===== src/rtl/seq_pkg.sv =====
// Shared definitions for the serial pattern scanner.
// This file holds the state encoding and the default detector pattern.
package seq_pkg;

    typedef enum logic [1:0] {
        IDLE  = 2'd0,
        SHIFT = 2'd1,
        DONE  = 2'd2
    } state_t;

    localparam int                  DEF_PLEN = 4;
    localparam logic [DEF_PLEN-1:0] DEF_PAT  = 4'b1001;

endpackage


===== src/rtl/seq_pat_det.sv =====
// Overlapping Mealy pattern detector. The state is the length of the matched prefix.
// Transitions come from a KMP table that is built at elaboration.
module seq_pat_det #(
    parameter int              PLEN = 4,
    parameter logic [PLEN-1:0] PAT  = 4'b1001
) (
    input  logic clk,
    input  logic reset,
    input  logic clr,
    input  logic en,
    input  logic x,
    output logic z
);

    localparam int QW = $clog2(PLEN);

    logic [QW-1:0] q;
    logic [QW-1:0] nxt_tab [2*PLEN];
    logic          hit;

    // Returns the longest proper prefix of PAT that is also a suffix of
    // (matched prefix of length qs) followed by bit xb.
    function automatic int kmp_next(input int qs, input int xb);
        int   best;
        int   i;
        logic ok;
        logic sb;
        best = 0;
        for (int k = PLEN - 1; k >= 1; k--) begin
            if (best == 0 && k <= qs + 1) begin
                ok = 1'b1;
                for (int j = 0; j < k; j++) begin
                    i  = qs + 1 - k + j;
                    sb = (i == qs) ? (xb != 0) : PAT[PLEN-1-i];
                    if (sb != PAT[PLEN-1-j]) ok = 1'b0;
                end
                if (ok) best = k;
            end
        end
        return best;
    endfunction

    for (genvar g = 0; g < 2*PLEN; g++) begin : g_tab
        assign nxt_tab[g] = QW'(kmp_next(g / 2, g % 2));
    end

    assign hit = (q == QW'(PLEN - 1)) && (x == PAT[0]);
    assign z   = en & hit;

    always_ff @(posedge clk) begin
        if (!reset || clr) begin
            q <= '0;
        end else if (en) begin
            q <= nxt_tab[{q, x}];
        end
    end

endmodule


===== src/rtl/seq_scan_ctrl.sv =====
// Latches a word and feeds it MSB-first into the pattern detector, one bit per clock.
// It counts the matches, captures the position of the first match and pulses done.
module seq_scan_ctrl
    import seq_pkg::*;
#(
    parameter int              WIDTH = 16,
    parameter int              PLEN  = DEF_PLEN,
    parameter logic [PLEN-1:0] PAT   = DEF_PAT,
    parameter int              CNT_W = $clog2(WIDTH + 1),
    parameter int              POS_W = $clog2(WIDTH)
) (
    input  logic             clk,
    input  logic             reset,
    input  logic             start,
    input  logic             abort,
    input  logic [WIDTH-1:0] data_in,
    output logic             busy,
    output logic             x_ser,
    output logic             z_det,
    output logic [CNT_W-1:0] match_cnt,
    output logic [POS_W-1:0] first_pos,
    output logic             first_valid,
    output logic             done
);

    state_t           state, state_nxt;
    logic [WIDTH-1:0] sreg;
    logic [POS_W-1:0] idx;
    logic             accept;
    logic             shifting;
    logic             last;

    assign accept   = (state == IDLE) && start;
    assign shifting = (state == SHIFT);
    assign last     = (idx == POS_W'(WIDTH - 1));

    assign busy  = (state == SHIFT) || (state == DONE);
    assign done  = (state == DONE);
    assign x_ser = shifting & sreg[WIDTH-1];

    seq_pat_det #(
        .PLEN (PLEN),
        .PAT  (PAT)
    ) u_det (
        .clk   (clk),
        .reset (reset),
        .clr   (accept),
        .en    (shifting),
        .x     (x_ser),
        .z     (z_det)
    );

    always_ff @(posedge clk) begin
        if (!reset) state <= IDLE;
        else        state <= state_nxt;
    end

    // abort takes priority over the last-bit transition, so a match on the final bit is not counted.
    always_comb begin
        state_nxt = state;
        case (state)
            IDLE:    if (start) state_nxt = SHIFT;
            SHIFT: begin
                if (abort)     state_nxt = IDLE;
                else if (last) state_nxt = DONE;
            end
            DONE:    state_nxt = IDLE;
            default: state_nxt = IDLE;
        endcase
    end

    always_ff @(posedge clk) begin
        if (!reset) begin
            sreg        <= '0;
            idx         <= '0;
            match_cnt   <= '0;
            first_pos   <= '0;
            first_valid <= 1'b0;
        end else if (accept) begin
            sreg        <= data_in;
            idx         <= '0;
            match_cnt   <= '0;
            first_pos   <= '0;
            first_valid <= 1'b0;
        end else if (shifting && abort) begin
            sreg <= '0;
        end else if (shifting) begin
            sreg <= {sreg[WIDTH-2:0], 1'b0};
            idx  <= idx + POS_W'(1);
            if (z_det) begin
                match_cnt <= match_cnt + CNT_W'(1);
                if (!first_valid) begin
                    first_pos   <= idx;
                    first_valid <= 1'b1;
                end
            end
        end
    end

endmodule


===== config.mk =====
export PLATFORM = sky130hd
export DESIGN_NAME = seq_scan_ctrl
export DESIGN_NICKNAME = d
export VERILOG_FILES = /design/src/rtl/seq_pkg.sv /design/src/rtl/seq_pat_det.sv /design/src/rtl/seq_scan_ctrl.sv
export SDC_FILE = /design/constraint.sdc
export NUM_CORES = 1
export LEC_CHECK = 0
export ABC_AREA = 0
export BUFFER_PORTS_ARGS = -buffer_cell sky130_fd_sc_hd__buf_2
export CELL_PAD_IN_SITES_DETAIL_PLACEMENT = 1
export CELL_PAD_IN_SITES_GLOBAL_PLACEMENT = 2
export CORE_UTILIZATION = 29
export CTS_CLUSTER_SIZE = 20
export DETAILED_ROUTE_END_ITERATION = 10
export PLACE_DENSITY_LB_ADDON = 0.1
export SLEW_MARGIN = 25
export SYNTH_ARGS = -nofsm -noshare
export SYNTH_HDL_FRONTEND = slang
export SYNTH_HIERARCHICAL = 1
export SYNTH_SLANG_ARGS = --single-unit

===== constraint.sdc =====
create_clock -name clk -period 1.9 [get_ports clk]
set_input_delay 0.095 -clock clk [delete_from_list [all_inputs] [get_ports clk]]
set_output_delay 0.095 -clock clk [all_outputs]
set_load 0.01 [all_outputs]

### Yosys cells after proc, flatten, opt, wreduce, memory -nomap -nowiden

Memory sizes are Yosys's and may differ from the RTL's. A register that Yosys moved wholly into a read port is not among the register bits.
Index checks and enable logic that the tools add are counted.

| storage, ports and cells | value |
|---|---|
| flip-flop bits (word level) | 32 |
| bits in latches | 0 |
| memory bits (writable) | 0 |
| ROM bits | 16 |
| input bits | 20 |
| output and inout port bits | 14 |
| logic and storage cells | 41 |
| memories kept | 1 |

Memories:

| name | words | width | rd ports | clocked after memory_dff | wr ports | line | text |
|---|---|---|---|---|---|---|---|
| (no name shown) | 8 | 2 | 1 | 1 | 0 | seq_pat_det.sv:54 | `q <= nxt_tab[{q, x}];` |

| cells by class | value |
|---|---|
| add/sub/neg operators | 2 |
| multipliers | 0 |
| divide/modulo/power cells | 0 |
| $lt $le $gt $ge | 0 |
| equality and inequality tests | 6 |
| shift operators | 0 |
| muxes and demuxes | 7 |
| bitwise operators | 6 |
| reductions and logical operators | 13 |

Operators by type and width:

| cell | number |
|---|---|
| $mux 16 | 3 |
| $mux 2 | 3 |
| $add 5x1->5 const B | 1 |
| $add 4x1->4 const B | 1 |
| $eq 2x2->1 const B | 2 |
| $eq 4x4->1 const B | 1 |
| $not 3->4 | 1 |
| $pmux 2 s2 | 1 |
| $reduce_and 2->1 | 2 |
| $reduce_and 4->1 | 1 |
| $logic_and 1x1->1 | 3 |
| $ne 3x2->1 const B | 1 |
| $not 1->1 | 3 |
| $reduce_and 3->1 | 1 |
| $reduce_bool 3->1 | 1 |
| $and 1x1->1 | 2 |
| $eq 2x1->1 const B | 1 |
| $logic_not 2->1 | 1 |
| $logic_or 1x1->1 | 2 |
| $ne 2x2->1 const B | 1 |
| $reduce_or 2->1 | 1 |
| $logic_not 1->1 | 1 |

### Depth between registers and ports, before layout

| logic depth | value |
|---|---|
| word-level depth | 5 |
| gate-level depth with buffers | 8 |
| depth with buffers taken out | 7 |

### Hierarchy

Netlist, hierarchy kept.

By module, submodules not included:

| module | instances | cells each | area each (sq um) | seq. area each (sq um) |
|---|---|---|---|---|
| seq_scan_ctrl | 1 | 176 | 1576.5 | 640.6 |
| seq_pat_det | 1 | 12 | 111.4 | 40.0 |

### Least setup slack after synthesis

OpenSTA, ideal clock, no wires.

| timing | value |
|---|---|
| path type | reg-to-reg |
| from | register state[1] |
| to | register match_cnt[3] |
| library setup time | 0.070 ns |
| arrival time | 1.877 ns |
| required time | 1.830 ns |
| slack | -0.047 ns |
| stages on the path, launching flop included | 8 |
| path buffers | 0 |
| period minus slack after synthesis | 1.947 ns |
| cells stage by stage | dfxtp_1 > inv_1 > ha_1 > and2_1 > and4_2 > nand2_1 > or4_1 > a21oi_1 |

| on the way | value |
|---|---|
| word-level cells in the longest chain between the ends | 5 |
| elaborated cells between the ends (all ways) | 10 |
| classes of those cells | 1 x eq/ne; 3 x bitwise; 6 x reduce/logical |

Ends and longest elaborated chain:

| item | line | text |
|---|---|---|
| from (decl) | seq_scan_ctrl.sv:26 | `state_t state, state_nxt;` |
| from (signal assigned) | seq_scan_ctrl.sv:55 | `else state <= state_nxt;` |
| $eq 2x1->1 | seq_scan_ctrl.sv:34 | `assign shifting = (state == SHIFT);` |
| $and 1x1->1 | seq_scan_ctrl.sv:39 | `assign x_ser = shifting & sreg[WIDTH-1];` |
| named net x_ser | seq_scan_ctrl.sv:18 | `output logic x_ser,` |
| $logic_and 1x1->1 | seq_pat_det.sv:47 | `assign hit = (q == QW'(PLEN - 1)) && (x == PAT[0]);` |
| $and 1x1->1 | seq_pat_det.sv:48 | `assign z = en & hit;` |
| named net z_det | seq_scan_ctrl.sv:19 | `output logic z_det,` |
| $reduce_and 3->1 (no line) | -- |  |
| to (signal assigned) | seq_scan_ctrl.sv:91 | `match_cnt <= match_cnt + CNT_W'(1);` |
| to (decl) | seq_scan_ctrl.sv:20 | `output logic [CNT_W-1:0] match_cnt,` |

The timed path passes the listed nets, and every way through them passes these cells.
A chain may end at the register's enable or synchronous reset.

### Worst setup path in the final report

| timing | value |
|---|---|
| from | register state[1] |
| to | register match_cnt[3] |

| on the way | value |
|---|---|
| word-level cells in the longest chain between the ends | 5 |
| elaborated cells between the ends (all ways) | 10 |
| classes of those cells | 1 x eq/ne; 3 x bitwise; 6 x reduce/logical |

Ends and longest elaborated chain:

| item | line | text |
|---|---|---|
| $eq 2x1->1 * | seq_scan_ctrl.sv:34 |  |
| named net shifting | seq_scan_ctrl.sv:30 | `logic shifting;` |
| $and 1x1->1 | seq_scan_ctrl.sv:39 |  |
| $logic_and 1x1->1 | seq_pat_det.sv:47 |  |
| $and 1x1->1 | seq_pat_det.sv:48 |  |
| $reduce_and 3->1 (no line) * | -- |  |

Mark *: on every way through the listed nets, which the timed path passes. The rest lies on a longest branch.

==> results.cfg <==
[power]
internal_power_w = 0.00135
power_per_cell_area_nw_per_um2 = 890
p_leak_nw = 0.816
power_switching_share_pct = 27.3
worst_ir_drop_vdd_mv = 0.312
comb_power_share_pct = 20.3
total_power_w = 0.00186
clockPowerShare_pct = 37.1
power.net_switching_w = 0.000507
power.share.sequential_pct = 42.6

[run]
max_cap_violations = 0

[detailed_routing]
drt-total-wl_um = 4140
post_drt_wl_per_cell_um = 13.9
drtIter0Drc = 23
detail_route.first_pass.iterations = 4
dr_total_vias = 1438
via_per_inst = 4.83
antenna_left = 0
remaining_drc_errors = 0

[worst_setup_path]
critical_path_class = reg2reg
timing.critical_path.arrival_ps = 2010
setup.worst_path.start_class = flip-flop
cp-end-kind = flip-flop
ff2ff_path_depth = 7
path_max_fanout = 4
critical_path_required_ps = 2110

[clock_network]
cts.clk_slew.worst_paths_ps = 70
clock_insertion_delay_worst_skew_ps = 290
clock_path_buffers = 2
cts_setup_buffers = 0
clk_root_buffer_cell = clkbuf_8
cts_tree = built
cts.sink_count = 34
cts_h_tree_depth = 2
cts.hold.buffers_added = 0
tritoncts_buffers = 5

[final_layout]
layout-drive-gt1-share_pct = 28.3
area_delta_synth_final_pct = 23.7
antenna-diode-count = 0
finalCoreUtilization_pct = 37.5
final-instance-count-excl-fill = 298
seq_area_um2 = 682
final.fill_count = 669
finalNetCount = 253
design_area_um2 = 2090
multi_input_comb_area_um2 = 975

[logic_synthesis]
synthCells = 188
synth.top_cells.by_area = dfxtp_1, mux2i_1, a21oi_1
synth_seq_area_share_pct = 40.3
syn_area_um2 = 1690
share_of_synthesized_flip_flops_with_an_asynchronous_set_or_reset_pct = 0
yosysWarnings = 6
postSynthRegisterBits = 34
synth_fp_nets = 215
synth-edff-count = 0
yosys.area.top_type = dfxtp_1
yosys_most_used_dff = dfxtp_1
post_synth_num_cell_types = 41
synth.top_cell.area_share_pct = 40.3
syn_avg_cell_area_um2 = 8.98

[grt]
grt_pass1_vias = 1468
grtUsageMet3_pct = 3.84
grtUsageMet2_pct = 26.3
globalRouteMet1Util_pct = 16.0
grt_pass1_wl_um = 6870
global_route.peak_usage_layer = met2
grt_start_max_net_pins = 18
total_routing_resource_utilization_after_global_routing_pct = 14.5
antenna_found_initial = 0
grt_overflow_total = 0

[placed_design]
dp_hpwl_um = 3080
place_congestion = 0.811
placed_cells_incl_taps = 291
portBuffers = 33
placed_instance_area_um2 = 1940

[floorplanning]
ios = 34
floorplan.initialDensity_pct = 30.3
core.rowCount = 27
core_area_um2 = 5570
die_area_um2 = 6130
die_height_um = 78.3
chipWidth_um = 78.3

[timing]
rsz_0062_raised_after_global_routing = false
tightestPinTransition_ps = 502
timing.final.max_slew_violations = 0
fin_crit_sh_pct = 94.7
min_period_ps = 1800
max_clock_freq_ghz = 0.556
clock_skew_ps = 6.02
number_of_hold_slack_violations_in_the_final_timing_report = 0
setup_violations = 0
timing.slew.headroom_pct = 66.3

[worst_hold_path]
holdCritPathClass = in2reg
hold_path_depth = 3

[outcome]
result_of_the_run = completed
## cells in the mapped netlist, types with 2 or more instances
master / count
or3_1: 2
and2_1: 4
or2_1: 10
or2_2: 5
nand3_1: 6
o31ai_1: 2
nor2_1: 8
nand2b_1: 6
a21oi_1: 24
buf_6: 2
ha_1: 7
dfxtp_1: 34
inv_1: 3
o21ai_0: 3
nand3b_1: 2
mux2i_1: 20
nand2_1: 22
buf_2: 4
or4_1: 2
## registers in the layout (all words and copies together) (netlist names)
signal / flops
first_valid: 1
idx: 4
sreg: 16
u_det/q: 2
match_cnt: 5
first_pos: 4
state: 2
## metal layers
layer	wire length (um)	part of all wire, %	up-vias
li1	-	-	724
met1	1740	42	677
met2	2170	53	30
met3	147	3.6	7
met4	76	1.8	0
met5	0	0	-
## repair_timing
action	CTS	global route
resized for setup	2	10
endpoints found under the hold margin	0	0
setup endpoints to repair	3	14
## worst max-delay path, stage by stage (launching register included)
cell and delay [ps]:
dfxtp_1 330, inv_2 70, buf_4 120, ha_2 210, and4_4 250, nand2_1 80, or4_1 500, a21oi_2 160
## through the flow
step	hold WS (ps)	setup slack (ps)	TNS, ps
global route	42.4	44.7	0
detailed placement	344	-46.9	-62.4
floorplan	231	20.8	0
global placement	337	124	0
finish	35.5	100	0
CTS	28.8	16.8	0
## kinds of logic after synthesis
| group | count (synthesis) | synth area share, % |
|---|---|---|
| flip-flops | 34 | 40.3 |
| adder cells (fa/ha/maj) | 7 | 5.19 |
| AND/OR/NAND/NOR | 76 | 25.1 |
| AO/OA/AOI/OAI | 37 | 12.5 |
| buffers and inverters | 12 | 3.93 |
| XOR/XNOR | 2 | 1.04 |
| multiplexers | 20 | 11.9 |
## cell usage in the layout (no fill, tap or decap), drive strengths merged, types with 2 or more instances in the layout
| cell type | count |
|---|---|
| and2 | 5 |
| o21ai | 3 |
| dfxtp | 34 |
| or4 | 2 |
| nand2b | 6 |
| nand3b | 2 |
| o31ai | 2 |
| inv | 3 |
| nand2 | 22 |
| or3 | 2 |
| nor2 | 8 |
| a21oi | 24 |
| mux2i | 20 |
| nand3 | 6 |
| ha | 7 |
| clkbuf | 6 |
| or2 | 15 |
| buf | 39 |
## path summary, 6_finish.rpt
| kind | from | endpoint | slack, ps |
|---|---|---|---|
| max reg2reg | state[1] | match_cnt[3] | 100 |
| min | data_in[14] | sreg[14] | 40 |
| max | state[1] | match_cnt[3] | 100 |
| min reg2reg | first_pos[0] | first_pos[0] | 500 |
## power groups by stage
stage / sequential [W] / combinational (W) / clock (W)
after detailed placement: 0.000805 / 0.000369 / 0
final: 0.000791 / 0.000377 / 0.000690
after floorplan: 0.000794 / 0.000281 / 0
after global routing: 0.000797 / 0.000426 / 0.000734
after global placement: 0.000802 / 0.000356 / 0
after CTS: 0.000789 / 0.000374 / 0.000712
## cell type report
class / instances / share of cell area, %
Clock buffer: 6 / 3.95
Sequential cell: 34 / 32.7
Tap cell: 72 / 4.31
Multi-Input combinational cell: 142 / 46.7
Clock inverter: 1 / 1.44
Timing Repair Buffer: 39 / 10.2
Inverter: 4 / 0.719
No activity file was read; power rests on OpenSTA's default activity.
